--- src/rtl/isa_types.sv ---
// rtl/isa_types.sv - shared ISA constants and types for the load/store path
// Contents: XLEN, RV32I load/store funct3 codes, lsu_state_t, mem_size_t,
//           funct3 legality and access-size helpers.
package isa_types;

  localparam int XLEN = 32;

  localparam logic [2:0] FUNCT3_LB  = 3'b000;
  localparam logic [2:0] FUNCT3_LH  = 3'b001;
  localparam logic [2:0] FUNCT3_LW  = 3'b010;
  localparam logic [2:0] FUNCT3_LBU = 3'b100;
  localparam logic [2:0] FUNCT3_LHU = 3'b101;
  localparam logic [2:0] FUNCT3_SB  = 3'b000;
  localparam logic [2:0] FUNCT3_SH  = 3'b001;
  localparam logic [2:0] FUNCT3_SW  = 3'b010;

  typedef enum logic [1:0] {
    LSU_IDLE = 2'd0,
    LSU_REQ  = 2'd1,
    LSU_WAIT = 2'd2,
    LSU_DONE = 2'd3
  } lsu_state_t;

  typedef enum logic [1:0] {
    BYTE = 2'd0,
    HALF = 2'd1,
    WORD = 2'd2
  } mem_size_t;

  function automatic logic funct3_legal(input logic store, input logic [2:0] f3);
    logic ok;
    ok = 1'b0;
    if (store) begin
      case (f3)
        FUNCT3_SB, FUNCT3_SH, FUNCT3_SW: ok = 1'b1;
        default:                         ok = 1'b0;
      endcase
    end else begin
      case (f3)
        FUNCT3_LB, FUNCT3_LH, FUNCT3_LW, FUNCT3_LBU, FUNCT3_LHU: ok = 1'b1;
        default:                                                 ok = 1'b0;
      endcase
    end
    return ok;
  endfunction

  // Signed and unsigned variants share a size; illegal codes fall to WORD
  // but are rejected by funct3_legal before they matter.
  function automatic mem_size_t funct3_size(input logic [2:0] f3);
    mem_size_t s;
    case (f3[1:0])
      2'b00:   s = BYTE;
      2'b01:   s = HALF;
      default: s = WORD;
    endcase
    return s;
  endfunction

endpackage

--- src/rtl/lsu_lane_align.sv ---
// rtl/lsu_lane_align.sv - byte-lane alignment for word-addressed data memory
// Ports: offset_i  byte offset addr[1:0]
//        size_i    access size (mem_size_t encoding)
//        wdata_i   right-justified store data
//        rdata_i   memory word read data
//        be_o      byte enables
//        wdata_o   lane-shifted store data
//        rdata_o   right-justified, zero-filled load bytes
//        misaligned_o  access crosses its natural alignment
module lsu_lane_align
  import isa_types::*;
(
  input  logic [1:0]      offset_i,
  input  logic [1:0]      size_i,
  input  logic [XLEN-1:0] wdata_i,
  input  logic [XLEN-1:0] rdata_i,
  output logic [3:0]      be_o,
  output logic [XLEN-1:0] wdata_o,
  output logic [XLEN-1:0] rdata_o,
  output logic            misaligned_o
);

  logic [4:0]      shamt;
  logic [XLEN-1:0] rd_sh;
  mem_size_t       size;

  assign shamt   = {offset_i, 3'b000};
  assign rd_sh   = rdata_i >> shamt;
  assign wdata_o = wdata_i << shamt;
  assign size    = mem_size_t'(size_i);

  always_comb begin
    be_o         = 4'b0000;
    rdata_o      = '0;
    misaligned_o = 1'b0;
    case (size)
      BYTE: begin
        be_o    = 4'b0001 << offset_i;
        rdata_o = {{(XLEN-8){1'b0}}, rd_sh[7:0]};
      end
      HALF: begin
        be_o         = 4'b0011 << offset_i;
        rdata_o      = {{(XLEN-16){1'b0}}, rd_sh[15:0]};
        misaligned_o = offset_i[0];
      end
      default: begin
        be_o         = 4'b1111;
        rdata_o      = rd_sh;
        misaligned_o = |offset_i;
      end
    endcase
  end

endmodule

--- src/rtl/load_store_unit.sv ---
// rtl/load_store_unit.sv - single-outstanding load/store unit for the data memory
// Ports: clk, reset_n (sync, active-low)
//        req_*   execute-stage request (valid/ready, store, funct3, addr, wdata)
//        resp_*  one-cycle completion pulse with right-justified rdata and err
//        mem_*   request/grant/response handshake to word-addressed memory
module load_store_unit
  import isa_types::*;
#(
  parameter int TIMEOUT_CYCLES = 255
) (
  input  logic            clk,
  input  logic            reset_n,
  input  logic            req_valid,
  output logic            req_ready,
  input  logic            req_store,
  input  logic [2:0]      req_funct3,
  input  logic [XLEN-1:0] req_addr,
  input  logic [XLEN-1:0] req_wdata,
  output logic            resp_valid,
  output logic [XLEN-1:0] resp_rdata,
  output logic            resp_err,
  output logic            mem_req,
  output logic            mem_we,
  output logic [XLEN-1:0] mem_addr,
  output logic [3:0]      mem_be,
  output logic [XLEN-1:0] mem_wdata,
  input  logic            mem_gnt,
  input  logic            mem_rvalid,
  input  logic [XLEN-1:0] mem_rdata
);

  localparam int CNT_W = $clog2(TIMEOUT_CYCLES + 1) + 1;

  lsu_state_t      state_q;
  logic [1:0]      off_q;
  mem_size_t       size_q;
  logic [CNT_W-1:0] cnt_q;
  logic [CNT_W-1:0] cnt_d;
  logic            timeout;
  logic            mem_we_q;
  logic [XLEN-1:0] mem_addr_q;
  logic [3:0]      mem_be_q;
  logic [XLEN-1:0] mem_wdata_q;
  logic [XLEN-1:0] resp_rdata_q;
  logic            resp_err_q;

  logic [1:0]      al_off;
  mem_size_t       al_size;
  logic [3:0]      al_be;
  logic [XLEN-1:0] al_wdata;
  logic [XLEN-1:0] al_rdata;
  logic            al_mis;
  logic            req_illegal;

  // The aligner sees the live request while IDLE (to classify and latch it)
  // and the latched offset/size afterwards (to extract read data).
  assign al_off      = (state_q == LSU_IDLE) ? req_addr[1:0] : off_q;
  assign al_size     = (state_q == LSU_IDLE) ? funct3_size(req_funct3) : size_q;
  assign req_illegal = !funct3_legal(req_store, req_funct3);

  lsu_lane_align u_align (
    .offset_i     (al_off),
    .size_i       (al_size),
    .wdata_i      (req_wdata),
    .rdata_i      (mem_rdata),
    .be_o         (al_be),
    .wdata_o      (al_wdata),
    .rdata_o      (al_rdata),
    .misaligned_o (al_mis)
  );

  assign cnt_d   = cnt_q + CNT_W'(1);
  assign timeout = (cnt_d >= CNT_W'(TIMEOUT_CYCLES));

  always_ff @(posedge clk) begin
    if (!reset_n) begin
      state_q      <= LSU_IDLE;
      off_q        <= 2'b00;
      size_q       <= BYTE;
      cnt_q        <= '0;
      mem_we_q     <= 1'b0;
      mem_addr_q   <= '0;
      mem_be_q     <= 4'b0000;
      mem_wdata_q  <= '0;
      resp_rdata_q <= '0;
      resp_err_q   <= 1'b0;
    end else begin
      case (state_q)
        LSU_IDLE: begin
          if (req_valid) begin
            off_q        <= req_addr[1:0];
            size_q       <= funct3_size(req_funct3);
            mem_we_q     <= req_store;
            mem_addr_q   <= {req_addr[XLEN-1:2], 2'b00};
            mem_be_q     <= al_be;
            mem_wdata_q  <= al_wdata;
            resp_rdata_q <= '0;
            cnt_q        <= '0;
            if (req_illegal || al_mis) begin
              resp_err_q <= 1'b1;
              state_q    <= LSU_DONE;
            end else begin
              resp_err_q <= 1'b0;
              state_q    <= LSU_REQ;
            end
          end
        end
        // A grant or response on the expiry cycle still wins: once memory has
        // taken the request, abandoning it would orphan the transaction.
        LSU_REQ: begin
          cnt_q <= cnt_d;
          if (mem_gnt) begin
            state_q <= LSU_WAIT;
          end else if (timeout) begin
            resp_err_q <= 1'b1;
            state_q    <= LSU_DONE;
          end
        end
        LSU_WAIT: begin
          cnt_q <= cnt_d;
          if (mem_rvalid) begin
            resp_rdata_q <= mem_we_q ? '0 : al_rdata;
            state_q      <= LSU_DONE;
          end else if (timeout) begin
            resp_err_q <= 1'b1;
            state_q    <= LSU_DONE;
          end
        end
        default: begin
          state_q <= LSU_IDLE;
        end
      endcase
    end
  end

  assign req_ready  = (state_q == LSU_IDLE);
  assign mem_req    = (state_q == LSU_REQ);
  assign resp_valid = (state_q == LSU_DONE);
  assign resp_rdata = resp_rdata_q;
  assign resp_err   = resp_err_q;
  assign mem_we     = mem_we_q;
  assign mem_addr   = mem_addr_q;
  assign mem_be     = mem_be_q;
  assign mem_wdata  = mem_wdata_q;

endmodule

--- config.mk ---
export PLATFORM = sky130hd
export DESIGN_NAME = load_store_unit
export DESIGN_NICKNAME = d
export VERILOG_FILES = /design/src/rtl/isa_types.sv /design/src/rtl/lsu_lane_align.sv /design/src/rtl/load_store_unit.sv
export SDC_FILE = /design/constraint.sdc
export NUM_CORES = 1
export LEC_CHECK = 0
export ABC_AREA = 1
export BUFFER_PORTS_ARGS = -buffer_cell sky130_fd_sc_hd__buf_2
export CORE_ASPECT_RATIO = 0.5
export CORE_MARGIN = 4
export CORE_UTILIZATION = 40
export DETAILED_ROUTE_END_ITERATION = 10
export PLACE_DENSITY = 0.7
export SLEW_MARGIN = 10
export SYNTH_ARGS = -nofsm -noshare
export SYNTH_HDL_FRONTEND = slang
export SYNTH_SLANG_ARGS = --single-unit
export TNS_END_PERCENT = 1
--- constraint.sdc ---
create_clock -name clk -period 2.1 [get_ports clk]
set_clock_uncertainty 0.15 [all_clocks]
set_input_delay 0.105 -clock clk [delete_from_list [all_inputs] [get_ports clk]]
set_output_delay 0.105 -clock clk [all_outputs]
set_load 0.01 [all_outputs]
==> impl_metrics.json <==
{
  "whs_ns": 0.0315,
  "grt_max_degree": 56,
  "core_um2": 12900,
  "numCtsBuffers": 17,
  "slew_headroom": 0.580,
  "final_common_cell": "buf_2",
  "synth_seq_area_share": 0.427,
  "boundaryPins": 210,
  "via_per_inst": 5.22,
  "synth_cell_types": 41,
  "clock-sinks": 115,
  "avgSynthCellArea_um2": 7.22,
  "crit_type": "reg2reg",
  "synth.top_cells.by_area": "dfxtp_1 (43%), nand2_1 (10%), o21ai_0 (8.0%), a21oi_1 (7.5%), nor2_1 (6.0%)",
  "startpoint": "state_q[0]",
  "routed_wirelength_um": 19500,
  "min_to": "resp_rdata[4]",
  "grt_overflow": 0,
  "drv_cap": 0,
  "htree_levels": 4,
  "p_leak_nw": 3.81,
  "fmax_mhz": 514,
  "reg2reg_setup_slack_ns": 0.16,
  "synthCells": 746,
  "synth_top_area_cell": "dfxtp_1",
  "rr_worst_depth": 11,
  "crit_family": "compound AO/OA/AOI/OAI gates",
  "first_global_vias": 6263,
  "clk_latency_ns": 0.41,
  "wl_per_cell_um": 15.8,
  "cp_cell_sequence": "inv_1 -> ha_4 -> inv_4 -> o21ai_4 -> buf_12 -> nand2_1 -> o21ai_1 -> nand2_1 -> o21ai_1 -> nand2_1 -> a21oi_1",
  "report.final.slew_viol_count": 0,
  "hold_depth": 5,
  "die_h_um": 90.1,
  "r2r_start": "state_q[0]",
  "rsz0062_at_grt": "false",
  "final_area_um2": 8370,
  "hold_class": "in2reg",
  "slowest_delay_ns": 0.31,
  "clk_pin_slew_ns": 0.05,
  "drt_iter0_drc": 569,
  "first_pass_iters": 5,
  "clockBufferDepth": 2,
  "ctsRootBufferMaster": "clkbuf_16",
  "power_density_nw_per_um2": 1330,
  "period_share": 0.926,
  "crit_required_ns": 2.27,
  "hpwl_um": 12400,
  "start_util": 0.417,
  "cp_common_cell": "nand2_1",
  "ys_seq_elements": 115,
  "die_w_um": 172,
  "drc": 0,
  "syn_to_final_growth_pct": 55.3,
  "max-vdd-ir-drop_mv": 0.852,
  "hold_viol": 0,
  "drtAntennaViolNets": 0,
  "worst_slack_ns": 0.155,
  "vias": 6448,
  "port_buffers": 207,
  "layout-drive-gt1-share": 0.280,
  "reg2reg_to": "resp_rdata[7]",
  "yosys_warnings": 0,
  "synth.cell_area_um2": 5390,
  "cp_num_buf_inv": 3,
  "fill_cells": 1098,
  "cts_tree": "yes",
  "num_rows": 29,
  "hold_path.startpoint": "mem_rdata[4]",
  "status": "completed",
  "cp_max_fo": 24,
  "post_dp_cell_area_um2": 6750,
  "synth.top_cell.area_share": 0.427,
  "place.gp.congestion": 0.847,
  "crit_path_end_kind": "flop",
  "finalCriticalPeriod_ns": 1.94,
  "preCtsSetupSlack_ns": -0.00670,
  "fin_setup_tns_ns": 0,
  "num-nets-final": 1165,
  "crit_slowest_cell": "dfxtp_1",
  "setup-violations-final": 0,
  "dieArea_um2": 15500,
  "grt_pass1_wl_um": 31300,
  "cp.arrival_ns": 2.12,
  "tightest_slew_ns": 0.629,
  "power_w": 0.0111,
  "start_kind": "flop",
  "grt_usage": 0.246,
  "antenna_found_initial": 0,
  "layout_common_cells": "buf_2 (207), nand2_1 (148), dfxtp_1 (113)"
}
[cells in the mapped netlist, drive strengths merged]
library cell,instances
a211oi,8
a21oi,82
a22oi,2
a31o,1
a31oi,11
a32oi,1
buf,21
clkbuf,27
conb,1
dfxtp,115
ha,7
inv,55
mux2i,8
nand2,149
nand3,40
nand3b,1
nand4,1
nor2,89
nor3,1
o211ai,17
o21ai,95
o21bai,2
o221ai,1
o31ai,1
or2,9
xor2,1
[cells by family (layout without fill, tap and decap cells)]
family,Yosys count,count (layout),share of synthesized area
AOI/OAI and AO/OA,221,221,0.231
adders and majority gates,7,7,0.0163
xor gates and xnor gates,1,1,0.00163
DFF,115,115,0.427
and+or+nand+nor,290,290,0.222
other,1,3,0.000696
buffers and inverters,103,421,0.0859
muxes,8,8,0.0149
[tightest hold or removal path: stages]
cell	delay, ns
buf_2	0.10
o21ai_0	0.14
o21ai_0	0.08
nand2_1	0.06
a21oi_1	0.05
[registers in the layout, indices dropped and copies added, names as in the netlist]
register / flops
state_q: 2
resp_rdata: 32
off_q: 2
size_q: 2
mem_wdata: 32
resp_err: 1
mem_addr: 30
mem_be: 4
cnt_q: 9
mem_we: 1
[what timing repair did]
| item | CTS | global route |
|---|---|---|
| setup buffers | 2 | 1 |
| hold buffers | 93 | 0 |
| resized for setup | 3 | 15 |
| endpoints found under the hold margin | 92 | 0 |
| pin swaps | 1 | 1 |
| setup endpoints to repair | 7 | 36 |
| cloned | 1 | 0 |
[routing by layer]
layer / wire length (µm) / vias to the layer above / GRT usage
li1: - / 3097 / -
met1: 8120 / 2996 / 0.311
met2: 9470 / 297 / 0.408
met3: 1400 / 58 / 0.0548
met4: 544 / 0 / 0.0922
met5: 0 / - / 0
[worst max path at each step]
stage	to	slack, ns	cells past startpoint
after floorplan	mem_wdata[31]	0.06	12
after global placement	resp_rdata[15]	0.04	11
after detailed placement	resp_rdata[7]	-0.007	11
after CTS	resp_rdata[7]	0.04	11
after global routing	resp_rdata[6]	0.009	12
final	resp_rdata[7]	0.16	11
[per-stage QoR]
stage / util / cells
after global placement: 0.522 / 1107
after floorplan: - / 747
after global routing: 0.648 / 1235
after CTS: 0.644 / 1234
final: 0.648 / 1236
after detailed placement: 0.522 / 1107
[report_power, final]
group	leakage, nW	switching [W]	total [W]	internal (W)
Combinational	2.59	0.00320	0.00541	0.00220
Clock	0.279	0.00106	0.00283	0.00177
Sequential	0.941	0.000235	0.00285	0.00262
[final cells by class]
cell class,count,area [µm²],share of cell area
antenna,1,2.50,0.000299
clock buffer,19,443,0.0529
clock inverter,12,134,0.0160
inverter,55,209,0.0250
multi-input combinational,529,2680,0.320
sequential,115,2300,0.275
tap,170,213,0.0254
timing repair buffer,335,2380,0.285
Note: power is estimated with default switching activity, not from simulation.
